## src/rtl/stream_demux_3out_if.sv

```systemverilog
// rtl/stream_demux_3out_if.sv - handshake bundle for the one-to-three stream demultiplexer
interface stream_demux_3out_if #(
    parameter int LENGTH = 32
);
    logic              in_valid;
    logic              in_ready;
    logic [LENGTH-1:0] in_data;
    logic [1:0]        in_sel;

    logic              out1_valid;
    logic              out1_ready;
    logic [LENGTH-1:0] out1_data;

    logic              out2_valid;
    logic              out2_ready;
    logic [LENGTH-1:0] out2_data;

    logic              out3_valid;
    logic              out3_ready;
    logic [LENGTH-1:0] out3_data;

    // Producer/consumer side: drives the input beat and the channel ready signals.
    modport master (
        output in_valid, in_data, in_sel,
        output out1_ready, out2_ready, out3_ready,
        input  in_ready,
        input  out1_valid, out1_data,
        input  out2_valid, out2_data,
        input  out3_valid, out3_data
    );

    // Demux side.
    modport slave (
        input  in_valid, in_data, in_sel,
        input  out1_ready, out2_ready, out3_ready,
        output in_ready,
        output out1_valid, out1_data,
        output out2_valid, out2_data,
        output out3_valid, out3_data
    );
endinterface

```

## src/rtl/stream_demux_3out.sv

```systemverilog
// rtl/stream_demux_3out.sv - registered 1-to-3 stream demux; STREAM_DEMUX_STATS_EN adds per-channel drain counters
module stream_demux_3out #(
    parameter int LENGTH = 32
) (
    input  logic                 clk,
    input  logic                 rst,
`ifdef STREAM_DEMUX_STATS_EN
    output logic [47:0]          out_cnt,
`endif
    stream_demux_3out_if.slave   bus
);
    logic [2:0]        tgt_oh;
    logic [2:0]        rdy;
    logic [2:0]        valid_q;
    logic [LENGTH-1:0] data_q [3];
    logic [2:0]        load;
    logic [2:0]        drain;
    logic              accept;

    assign rdy = {bus.out3_ready, bus.out2_ready, bus.out1_ready};

    // Decode select into a one-hot target; selects 2 and 3 both map to channel 3.
    always_comb begin
        tgt_oh = 3'b000;
        case (bus.in_sel)
            2'd0:    tgt_oh = 3'b001;
            2'd1:    tgt_oh = 3'b010;
            default: tgt_oh = 3'b100;
        endcase
    end

    // A full target that is draining this cycle can still take the new beat.
    assign bus.in_ready = |(tgt_oh & (~valid_q | rdy));
    assign accept       = bus.in_valid & bus.in_ready;
    assign load         = tgt_oh & {3{accept}};
    assign drain        = valid_q & rdy;

    // Per-channel holding register: load wins over drain, drain alone only clears valid.
    always_ff @(posedge clk) begin
        if (rst) begin
            valid_q <= 3'b000;
            for (int i = 0; i < 3; i++) begin
                data_q[i] <= '0;
            end
        end else begin
            for (int i = 0; i < 3; i++) begin
                if (load[i]) begin
                    valid_q[i] <= 1'b1;
                    data_q[i]  <= bus.in_data;
                end else if (drain[i]) begin
                    valid_q[i] <= 1'b0;
                end
            end
        end
    end

    assign bus.out1_valid = valid_q[0];
    assign bus.out1_data  = data_q[0];
    assign bus.out2_valid = valid_q[1];
    assign bus.out2_data  = data_q[1];
    assign bus.out3_valid = valid_q[2];
    assign bus.out3_data  = data_q[2];

`ifdef STREAM_DEMUX_STATS_EN
    logic [15:0] cnt_q [3];

    // Count drain handshakes per channel; 16-bit counters wrap naturally.
    always_ff @(posedge clk) begin
        if (rst) begin
            for (int i = 0; i < 3; i++) begin
                cnt_q[i] <= 16'h0000;
            end
        end else begin
            for (int i = 0; i < 3; i++) begin
                if (drain[i]) begin
                    cnt_q[i] <= cnt_q[i] + 16'h0001;
                end
            end
        end
    end

    assign out_cnt = {cnt_q[2], cnt_q[1], cnt_q[0]};
`endif
endmodule
```

## src/flat_wrapper.sv

```systemverilog
// flat-port wrapper written by rule: the top's interface ports become plain ports
module stream_demux_3out_flat 
#(
    parameter int LENGTH = 32
)
  (clk, rst, bus_in_valid, bus_in_data, bus_in_sel, bus_out1_ready, bus_out2_ready, bus_out3_ready, bus_in_ready, bus_out1_valid, bus_out1_data, bus_out2_valid, bus_out2_data, bus_out3_valid, bus_out3_data);
  stream_demux_3out_if #(.LENGTH(LENGTH)) bus_i ();
  input  logic clk;
  input  logic rst;
  input wire logic [$bits(bus_i.in_valid)-1:0] bus_in_valid;
  input wire logic [$bits(bus_i.in_data)-1:0] bus_in_data;
  input wire logic [$bits(bus_i.in_sel)-1:0] bus_in_sel;
  input wire logic [$bits(bus_i.out1_ready)-1:0] bus_out1_ready;
  input wire logic [$bits(bus_i.out2_ready)-1:0] bus_out2_ready;
  input wire logic [$bits(bus_i.out3_ready)-1:0] bus_out3_ready;
  output wire logic [$bits(bus_i.in_ready)-1:0] bus_in_ready;
  output wire logic [$bits(bus_i.out1_valid)-1:0] bus_out1_valid;
  output wire logic [$bits(bus_i.out1_data)-1:0] bus_out1_data;
  output wire logic [$bits(bus_i.out2_valid)-1:0] bus_out2_valid;
  output wire logic [$bits(bus_i.out2_data)-1:0] bus_out2_data;
  output wire logic [$bits(bus_i.out3_valid)-1:0] bus_out3_valid;
  output wire logic [$bits(bus_i.out3_data)-1:0] bus_out3_data;
  assign bus_i.in_valid = bus_in_valid;
  assign bus_i.in_data = bus_in_data;
  assign bus_i.in_sel = bus_in_sel;
  assign bus_i.out1_ready = bus_out1_ready;
  assign bus_i.out2_ready = bus_out2_ready;
  assign bus_i.out3_ready = bus_out3_ready;
  assign bus_in_ready = bus_i.in_ready;
  assign bus_out1_valid = bus_i.out1_valid;
  assign bus_out1_data = bus_i.out1_data;
  assign bus_out2_valid = bus_i.out2_valid;
  assign bus_out2_data = bus_i.out2_data;
  assign bus_out3_valid = bus_i.out3_valid;
  assign bus_out3_data = bus_i.out3_data;
  stream_demux_3out #(.LENGTH(LENGTH)) u_core (.clk(clk), .rst(rst), .bus(bus_i));
endmodule
```

## config.mk

```make
export PLATFORM = sky130hd
export DESIGN_NAME = stream_demux_3out_flat
export DESIGN_NICKNAME = d
export VERILOG_FILES = /design/src/rtl/stream_demux_3out_if.sv /design/src/rtl/stream_demux_3out.sv /design/src/flat_wrapper.sv
export SDC_FILE = /design/constraint.sdc
export NUM_CORES = 1
export LEC_CHECK = 0
export ABC_CLOCK_PERIOD_IN_PS = 3250
export CELL_PAD_IN_SITES_DETAIL_PLACEMENT = 0
export CELL_PAD_IN_SITES_GLOBAL_PLACEMENT = 2
export CORE_AREA = 3 3 113 115
export CTS_CLUSTER_DIAMETER = 50
export CTS_CLUSTER_SIZE = 14
export DETAILED_ROUTE_END_ITERATION = 16
export DIE_AREA = 0 0 116 118
export GPL_ROUTABILITY_DRIVEN = 0
export GPL_TIMING_DRIVEN = 0
export PLACE_DENSITY = 0.84
export SETUP_SLACK_MARGIN = 0.05
export SLEW_MARGIN = 20
export SYNTH_ARGS = -nofsm -noshare
export SYNTH_HDL_FRONTEND = slang
export SYNTH_SLANG_ARGS = --single-unit
```

## constraint.sdc

```tcl
create_clock -name clk -period 3.25 [get_ports clk]
set_input_delay 0.8125 -clock clk [delete_from_list [all_inputs] [get_ports clk]]
set_output_delay 0.8125 -clock clk [all_outputs]
set_load 0.005 [all_outputs]
```

==> metrics, run 1 <==
htree depth 3; RR Startpoint u_core.valid_q[2]; fraction of layout cells with a size suffix above 1 0.183; syn_nets 240; sequential share of the synthesized area 0.760; final cell count without fillers 503; most common cell after layout, fill and taps aside clkdlybuf4s50_1; CP endpoint bus_in_ready; f_max 330 MHz; WL per Instance 18.8 um; Leak 2.01 nW; Antenna Violating Nets Remaining 0; largest net degree at the start of global routing 33; # diodes 0; Place WS -0.347 ns; Worst Setup End Kind primary output; vias in the first global route 2551; number of port buffers 138; # placed instances 486; via/cell ratio 4.67; Total GRT Usage 0.143; status finished, final reports clean; MaxCap Viol Count 0; Yosys reg bits 99; final wirelength 9.44 mm; die area 13700 um2; Final HPWL DP 6.70 mm; CP required 2.44 ns; worst skew pair latency 0.34 ns; Root Driver clkbuf_16; Ports 140; crit path launch type input port; synthesis-to-layout area growth 49.5%; Die X-Extent 116 um; FP Rows 40; top cell type's share of synthesized area 0.745; 1st-pass router iterations 4; crit path launch bus_out1_ready; relative slew slack 0.331; post-synth top area cell edfxtp_1; CTS Buf Count 9; Period Utilization, post-route 0.933; Worst-Margin Slew 1.00 ns; YS warnings 0; Period minus WS final 3.03 ns; mapped cell area 3870 um2; FF-to-FF path depth 2; final setup vio count 0; die height 118 um; clock tree from TritonCTS built; unrepaired setup endpoints after global routing no; antenna violations before repair 0; Worst VDD drop 262 uV; final clock skew 0.00416 ns; commonest cells after routing, fill and taps aside 135 x clkdlybuf4s50_1, 96 x edfxtp_1, 33 x nand3b_1, 29 x nor4_2, 9 x clkbuf_16; # clock sinks 99; Avg Synthesized Cell Area 19.3 um2; CP max FO 10; r2r setup slk 1.62 ns; GRT overflow 0; crit path kind input port to primary output; hold slack 0.529 ns; largest cells by area after synthesis edfxtp_1 74%, nor4_2 9.4%, nand3b_1 6.4%; Mapped Cells 200; first-pass GRT wire length 14.7 mm; Slew Limit Fails 0; via count 2351; worst setup margin 0.217 ns; drc violations 0; post-layout util 0.486; Hold Path Class flip-flop to flip-flop; Worst Path Arrival 2.22 ns; Core Footprint 11900 um2; Final Hold Viols 0; CTS max path bufs 2; Synth cell types 22; Final #Nets 391; reg2reg end u_core.data_q[0][73]; Worst-path clk slew 0.06 ns; power per cell area 517 nW/um2; Iteration-0 DRC Markers 110; Initial Util 0.325
==> cell type report <==
type / count / area [um2]
well taps: 147 / 184
clock buffers: 9 / 225
repair buffers: 140 / 1410
flip-flops and latches: 99 / 2940
multi-input cells: 80 / 759
inverters: 2 / 7.51
plain buffers: 19 / 161
fillers: 1030 / 6130
clock inverters: 7 / 92.6
==> registers in the layout, indices dropped and copies added (netlist names) <==
signal	count
u_core.data_q	96
u_core.valid_q	3
==> worst max-delay path: stages <==
cell,delay (ns)
clkdlybuf4s50_1,0.45
nor4b_4,0.35
buf_4,0.27
nor3_2,0.07
dlygate4sd2_1,0.26
==> worst min path at each step <==
stage / cells after the start / slack [ns] / endpoint / start
after floorplan: 2 / 0.49 / u_core.valid_q[1] / u_core.valid_q[1]
after global placement: 2 / 0.49 / u_core.valid_q[2] / u_core.valid_q[2]
after detailed placement: 2 / 0.52 / u_core.valid_q[0] / u_core.valid_q[0]
after CTS: 2 / 0.53 / u_core.valid_q[1] / u_core.valid_q[1]
after global routing: 2 / 0.56 / u_core.valid_q[1] / u_core.valid_q[1]
final: 2 / 0.53 / u_core.valid_q[1] / u_core.valid_q[1]
==> routing by layer <==
metal	vias to the layer above	wire length, um	GRT usage
met2	86	4780	0.231
met4	0	144	0.0544
met1	1156	3830	0.176
met5	-	0	0
met3	9	682	0.0478
li1	1100	-	-
==> what timing repair did <==
| item | CTS | global route |
|---|---|---|
| endpoints found under the setup margin | 1 | 0 |
| buffers inserted | 1 | 0 |
| gates resized for setup | 3 | 0 |
| hold buffers | 0 | 0 |
==> metrics by stage <==
stage | instance area, um2 | total power, W | setup TNS, ns
floorplan | 3870 | 0.00164 | 0
global placement | 5440 | 0.00189 | -0.504
detailed placement | 5460 | 0.00190 | -0.347
CTS | 5790 | 0.00303 | 0
global route | 5790 | 0.00311 | 0
finish | 5790 | 0.00299 | 0
==> cells by family after synthesis <==
logic type | after synthesis | synth area share
flops | 99 | 0.760
simple gates | 74 | 0.184
buf+inv | 21 | 0.0436
compound gates | 6 | 0.0116
==> where the power goes <==
group	internal [W]	switching, W	total (W)
logic	0.000210	0.000133	0.000342
clock network	0.000671	0.000449	0.00112
registers	0.00150	0.0000254	0.00153
==> synth_stat cells <==
master / n
a21oi_1: 3
a31o_2: 1
a41o_1: 1
a41o_2: 1
and3b_1: 1
buf_12: 3
buf_2: 3
buf_4: 4
buf_6: 3
clkbuf_1: 6
dfxtp_1: 3
edfxtp_1: 96
inv_1: 2
nand2_1: 1
nand2b_1: 3
nand3b_1: 33
nor3_2: 1
nor4_1: 3
nor4_2: 29
nor4b_4: 1
nor4bb_1: 1
or3b_2: 1
Note: power is estimated with default switching activity, not from simulation.
==> run 2: changes to the inputs <==
--- a/config.mk
+++ b/config.mk
@@ -5,17 +5,17 @@
 export SDC_FILE = /design/constraint.sdc
 export NUM_CORES = 1
 export LEC_CHECK = 0
-export ABC_CLOCK_PERIOD_IN_PS = 3250
+export ABC_CLOCK_PERIOD_IN_PS = 2500
 export CELL_PAD_IN_SITES_DETAIL_PLACEMENT = 0
 export CELL_PAD_IN_SITES_GLOBAL_PLACEMENT = 2
-export CORE_AREA = 3 3 113 115
+export CORE_AREA = 3 3 122 124
 export CTS_CLUSTER_DIAMETER = 50
 export CTS_CLUSTER_SIZE = 14
 export DETAILED_ROUTE_END_ITERATION = 16
-export DIE_AREA = 0 0 116 118
+export DIE_AREA = 0 0 125 127
 export GPL_ROUTABILITY_DRIVEN = 0
 export GPL_TIMING_DRIVEN = 0
-export PLACE_DENSITY = 0.84
+export PLACE_DENSITY = 0.76
 export SETUP_SLACK_MARGIN = 0.05
 export SLEW_MARGIN = 20
 export SYNTH_ARGS = -nofsm -noshare
==> constraint.sdc (replaced) <==
create_clock -name clk -period 2.5 [get_ports clk]
set_input_delay 0.625 -clock clk [delete_from_list [all_inputs] [get_ports clk]]
set_output_delay 0.625 -clock clk [all_outputs]
set_load 0.005 [all_outputs]
==> metrics, run 2 (synthesized netlist as in run 1, its figures left out) <==
Net Sw Power 0.000779 W (was 0.000607 W); GRT overflow 0 (unchanged); # clock sinks 99 (unchanged); Final Hold Viols 0 (unchanged); CP required 1.88 ns (was 2.44 ns); Worst-path clk slew 0.06 ns (about the same); Final #Nets 393 (was 391); Post-CTS Hold Buffers 0 (unchanged); sw frac 0.212 (was 0.203); antenna violations before repair 0 (unchanged); CP bufs+invs 3 (unchanged); Ports 140 (unchanged); CP max FO 15 (was 10); MaxCap Viol Count 0 (unchanged); register area 2940 um2 (unchanged); final clock skew 0.00758 ns (was 0.00416 ns); commonest cells after routing, fill and taps aside 133 x clkdlybuf4s50_1, 96 x edfxtp_1, 33 x nand3b_1, 29 x nor4_2, 9 x clkbuf_16 (was 135 x clkdlybuf4s50_1, 96 x edfxtp_1, 33 x nand3b_1, 29 x nor4_2, 9 x clkbuf_16); Iteration-0 DRC Markers 123 (was 110); Hold Path Depth 2 (unchanged); power per cell area 631 nW/um2 (was 517 nW/um2); WP depth 5 (unchanged); Clk pwr share 0.338 (was 0.375); FP Rows 43 (was 40); Worst path slowest cell clkdlybuf4s50_1 (unchanged); sum of negative setup slack 0 ns (unchanged); combinational group share of total power 0.122 (was 0.115); post-layout util 0.419 (was 0.486); Worst Path Arrival 1.75 ns (was 2.22 ns); Worst Setup End Kind primary output (unchanged); htree depth 3 (unchanged); via count 2406 (was 2351); Antenna Violating Nets Remaining 0 (unchanged); f_max 421 MHz; Slew Limit Fails 0 (unchanged); # placed instances 519 (was 486); vias in the first global route 2449 (was 2551); largest net degree at the start of global routing 33 (unchanged); drc violations 0 (unchanged); synthesis-to-layout area growth 50.3% (was 49.5%); Filler cells 1268 (was 1030); CTS max path bufs 2 (unchanged); Max stage delay on crit path 0.46 ns (was 0.45 ns); Total GRT Usage 0.120 (was 0.143); FF-to-FF path depth 2 (unchanged); fraction of layout cells with a size suffix above 1 0.190 (was 0.183); Worst-Margin Slew 0.828 ns (was 1.00 ns); total chip power 0.00367 W (was 0.00299 W); Power Internal 0.00289 W (was 0.00238 W); status finished, final reports clean (unchanged); unrepaired setup endpoints after global routing no (unchanged); 1st-pass router iterations 4 (unchanged); WL per Instance 17.6 um (was 18.8 um); top flop regs u_core.data_q (96), u_core.valid_q (3) (unchanged); Die X-Extent 125 um (was 116 um); relative slew slack 0.448 (was 0.331); via/cell ratio 4.47 (was 4.67); CP delay by family, top buffers and inverters (unchanged); final wirelength 9.49 mm (was 9.44 mm); CTS Buf Count 9 (unchanged); area of the multi-input gates 776 um2 (was 759 um2); Final HPWL DP 6.57 mm (was 6.70 mm); Period Utilization, post-route 0.949; Hold Path Class flip-flop to flip-flop (unchanged); most common cell after layout, fill and taps aside clkdlybuf4s50_1 (unchanged); CP Cell Sequence clkdlybuf4s50_1, and3b_2, buf_12, nor3_2, buf_2 (was clkdlybuf4s50_1, nor4b_4, buf_4, nor3_2, dlygate4sd2_1); max reg flops 96 (unchanged); Seq pwr share 0.540 (was 0.511); Core Footprint 13900 um2 (was 11900 um2); Root Driver clkbuf_16 (unchanged); hold slack 0.530 ns (was 0.529 ns); Period minus WS final 2.37 ns; final cell count without fillers 538 (was 503); number of port buffers 138 (unchanged); crit path kind input port to primary output (unchanged); die area 15900 um2 (was 13700 um2); worst skew pair latency 0.34 ns (about the same); first-pass GRT wire length 14.3 mm (was 14.7 mm); Leak 2.01 nW (about the same); # diodes 0 (unchanged); clock tree from TritonCTS built (unchanged); Initial Util 0.279 (was 0.325); crit path launch type input port (unchanged); Biggest register u_core.data_q (unchanged); Worst VDD drop 283 uV (was 262 uV); die height 127 um (was 118 um); final setup vio count 0 (unchanged)
[run 2: cell types whose count changed in the layout (fill, tap and decap cells not counted), moves of 2 or more]
cell,change
clkdlybuf4s50_1,-2
clkinv_1,+2
inv_6,+2
buf_4,+2
bufinv_16,-2
[run 2: path summary, 6_finish.rpt]
| check | endpoint | from | slack [ns] |
|---|---|---|---|
| setup / recovery | bus_in_ready | bus_out3_ready | 0.13 |
| hold / removal | u_core.valid_q[1] | u_core.valid_q[1] | 0.53 |
| setup reg to reg | u_core.data_q[0][51] | u_core.valid_q[1] | 0.92 |
| hold reg to reg | u_core.valid_q[1] | u_core.valid_q[1] | 0.53 |
[run 2: area by class of cell]
class | instances | area share
flip-flops and latches | 99 | 0.506
repair buffers | 143 | 0.246
multi-input cells | 80 | 0.133
clock buffers | 9 | 0.0387
well taps | 180 | 0.0387
plain buffers | 18 | 0.0290
clock inverters | 7 | 0.00710
inverters | 2 | 0.00129
[run 2: timing repair]
| action | 4_1_cts | 5_1_grt |
|---|---|---|
| endpoints found under the setup margin | 33 | 1 |
| pin swaps | 2 | 0 |
| gates resized for setup | 11 | 5 |
| setup buffers | 4 | 0 |
[run 2: power groups by stage]
| stage | Combinational (W) | Sequential [W] | Clock (W) |
|---|---|---|---|
| detailed placement | 0.000453 | 0.00202 | 0 |
| global route | 0.000480 | 0.00199 | 0.00135 |
| finish | 0.000447 | 0.00198 | 0.00124 |
| floorplan | 0.000102 | 0.00203 | 0 |
| CTS | 0.000456 | 0.00199 | 0.00128 |
| global placement | 0.000446 | 0.00202 | 0 |
[run 2: worst register-to-register path, stage by stage, from the launching register on]
cell	delay, ns
dfxtp_1	0.32
nand2b_1	0.10
a41o_2	0.77
[run 2: per-stage QoR]
stage                     setup slack, ns  cell area [um2]
after floorplan                     0.475             3870
after global placement             -0.713             5480
after detailed placement           -0.751             5510
after CTS                          0.0394             5810
after global routing               0.0518             5820
final                               0.127             5820
[run 2: layer usage]
metal,up-vias,share of wire,GRT usage
li1,1111,-,-
met4,0,0.019,0.0548
met1,1193,0.42,0.146
met3,12,0.065,0.0380
met2,90,0.50,0.197
met5,-,0,0
==> run 3: changes to the inputs <==
--- a/config.mk
+++ b/config.mk
@@ -15,7 +15,7 @@
 export DIE_AREA = 0 0 125 127
 export GPL_ROUTABILITY_DRIVEN = 0
 export GPL_TIMING_DRIVEN = 0
-export PLACE_DENSITY = 0.76
+export PLACE_DENSITY = 0.73
 export SETUP_SLACK_MARGIN = 0.05
 export SLEW_MARGIN = 20
 export SYNTH_ARGS = -nofsm -noshare
==> metrics, run 3 (synthesized netlist as in run 1, its figures left out) <==
status finished, final reports clean (unchanged); Antenna Violating Nets Remaining 0 (unchanged); Filler cells 1273 (was 1268); Final Hold Viols 0 (unchanged); Period Utilization, post-route 0.939 (was 0.949); Worst Path Arrival 1.72 ns (was 1.75 ns); Core Footprint 13900 um2 (unchanged); MaxCap Viol Count 0 (unchanged); crit path launch type input port (unchanged); via count 2363 (was 2406); via/cell ratio 4.36 (was 4.47); CP bufs+invs 3 (unchanged); Die X-Extent 125 um (unchanged); CP required 1.88 ns (about the same); Worst VDD drop 259 uV (was 283 uV); first-pass GRT wire length 14.5 mm (was 14.3 mm); register area 2940 um2 (unchanged); f_max 426 MHz (was 421 MHz); 1st-pass router iterations 4 (unchanged); FP Rows 43 (unchanged); area of the multi-input gates 774 um2 (was 776 um2); WL per Instance 17.3 um (was 17.6 um); Slew Limit Fails 0 (unchanged); Total GRT Usage 0.120 (about the same); clock tree from TritonCTS built (unchanged); max reg flops 96 (unchanged); # clock sinks 99 (unchanged); largest net degree at the start of global routing 33 (unchanged); CTS Buf Count 9 (unchanged); Ports 140 (unchanged); Biggest register u_core.data_q (unchanged); Leak 2.06 nW (was 2.01 nW); Hold Path Class flip-flop to flip-flop (unchanged); CP delay by family, top buffers and inverters (unchanged); Initial Util 0.279 (unchanged); most common cell after layout, fill and taps aside clkdlybuf4s50_1 (unchanged); Net Sw Power 0.000753 W (was 0.000779 W); unrepaired setup endpoints after global routing no (unchanged); Final HPWL DP 6.64 mm (was 6.57 mm); power per cell area 654 nW/um2 (was 631 nW/um2); # diodes 0 (unchanged); Post-CTS Hold Buffers 0 (unchanged); Worst-Margin Slew 0.848 ns (was 0.828 ns); final wirelength 9.38 mm (was 9.49 mm); worst skew pair latency 0.34 ns (about the same); sum of negative setup slack 0 ns (unchanged); CP Cell Sequence clkdlybuf4s50_1, nor4b_4, buf_6, nor3_2, buf_2 (was clkdlybuf4s50_1, and3b_2, buf_12, nor3_2, buf_2); Final #Nets 397 (was 393); total chip power 0.00385 W (was 0.00367 W); htree depth 3 (unchanged); number of port buffers 138 (unchanged); Seq pwr share 0.515 (was 0.540); synthesis-to-layout area growth 52.2% (was 50.3%); CP max FO 5 (was 15); relative slew slack 0.435 (was 0.448); crit path kind input port to primary output (unchanged); die height 127 um (unchanged); Period minus WS final 2.35 ns (was 2.37 ns); drc violations 0 (unchanged); sw frac 0.195 (was 0.212); Power Internal 0.00310 W (was 0.00289 W); Worst path slowest cell clkdlybuf4s50_1 (unchanged); Place WS -0.734 ns (was -0.751 ns); commonest cells after routing, fill and taps aside 133 x clkdlybuf4s50_1, 96 x edfxtp_1, 33 x nand3b_1, 29 x nor4_2, 10 x buf_4 (was 133 x clkdlybuf4s50_1, 96 x edfxtp_1, 33 x nand3b_1, 29 x nor4_2, 9 x clkbuf_16); Worst Setup End Kind primary output (unchanged); final setup vio count 0 (unchanged); Max stage delay on crit path 0.45 ns (was 0.46 ns); combinational group share of total power 0.116 (was 0.122); worst setup margin 0.153 ns (was 0.127 ns); final clock skew 0.00392 ns (was 0.00758 ns); vias in the first global route 2446 (was 2449); Root Driver clkbuf_16 (unchanged); CTS max path bufs 2 (unchanged); Worst-path clk slew 0.06 ns (about the same); Clk pwr share 0.369 (was 0.338); die area 15900 um2 (unchanged); Iteration-0 DRC Markers 107 (was 123); top flop regs u_core.data_q (96), u_core.valid_q (3) (unchanged); GRT overflow 0 (unchanged); fraction of layout cells with a size suffix above 1 0.202 (was 0.190); antenna violations before repair 0 (unchanged); r2r setup slk 0.93 ns (was 0.92 ns)
## run 3: cell type report
cell class / instances / share of cell area
sequential: 99 / 0.500
timing repair buffer: 146 / 0.246
multi-input combinational: 80 / 0.132
inverter: 2 / 0.00127
tap: 180 / 0.0382
buffer: 19 / 0.0306
clock buffer: 11 / 0.0395
clock inverter: 5 / 0.0132
## run 3: through the flow
stage | util | std cells | cell area [um2] | hold WS (ns)
global placement | 0.395 | 518 | 5480 | 0.499
CTS | 0.422 | 537 | 5860 | 0.530
floorplan | - | 200 | 3870 | 0.494
finish | 0.424 | 542 | 5890 | 0.524
global route | 0.424 | 542 | 5890 | 0.558
detailed placement | 0.397 | 519 | 5510 | 0.511
## run 3: repair_timing
| action | CTS | global route |
|---|---|---|
| setup endpoints to repair | 33 | 1 |
| resized for setup | 14 | 5 |
| endpoints found under the hold margin | 0 | 0 |
| pin swaps | 3 | 1 |
| buffers inserted | 2 | 5 |
## run 3: worst paths after layout
path,start,end,depth (start not counted)
setup reg to reg,u_core.valid_q[1],u_core.data_q[0][49],2
setup / recovery,bus_out1_ready,bus_in_ready,5
hold / removal,u_core.valid_q[1],u_core.valid_q[1],2
hold reg to reg,u_core.valid_q[1],u_core.valid_q[1],2
## run 3: per-layer routing
| layer | share of wire | track usage | up-vias |
|---|---|---|---|
| met2 | 0.48 | 0.190 | 89 |
| met4 | 0.015 | 0.0440 | 0 |
| met5 | 0 | 0 | - |
| met1 | 0.43 | 0.153 | 1145 |
| met3 | 0.073 | 0.0443 | 13 |
| li1 | - | - | 1116 |
## run 3: tightest hold or removal path, stage by stage (launching register included)
cell and delay [ns]:
dfxtp_1 0.31, nand2b_1 0.09, a21oi_1 0.07
## run 3: power by group through the flow
| stage | sequential [W] | combinational, W | clock, W |
|---|---|---|---|
| global route | 0.00199 | 0.000482 | 0.00154 |
| CTS | 0.00199 | 0.000460 | 0.00147 |
| floorplan | 0.00203 | 0.000102 | 0 |
| finish | 0.00198 | 0.000448 | 0.00142 |
| global placement | 0.00202 | 0.000448 | 0 |
| detailed placement | 0.00202 | 0.000457 | 0 |
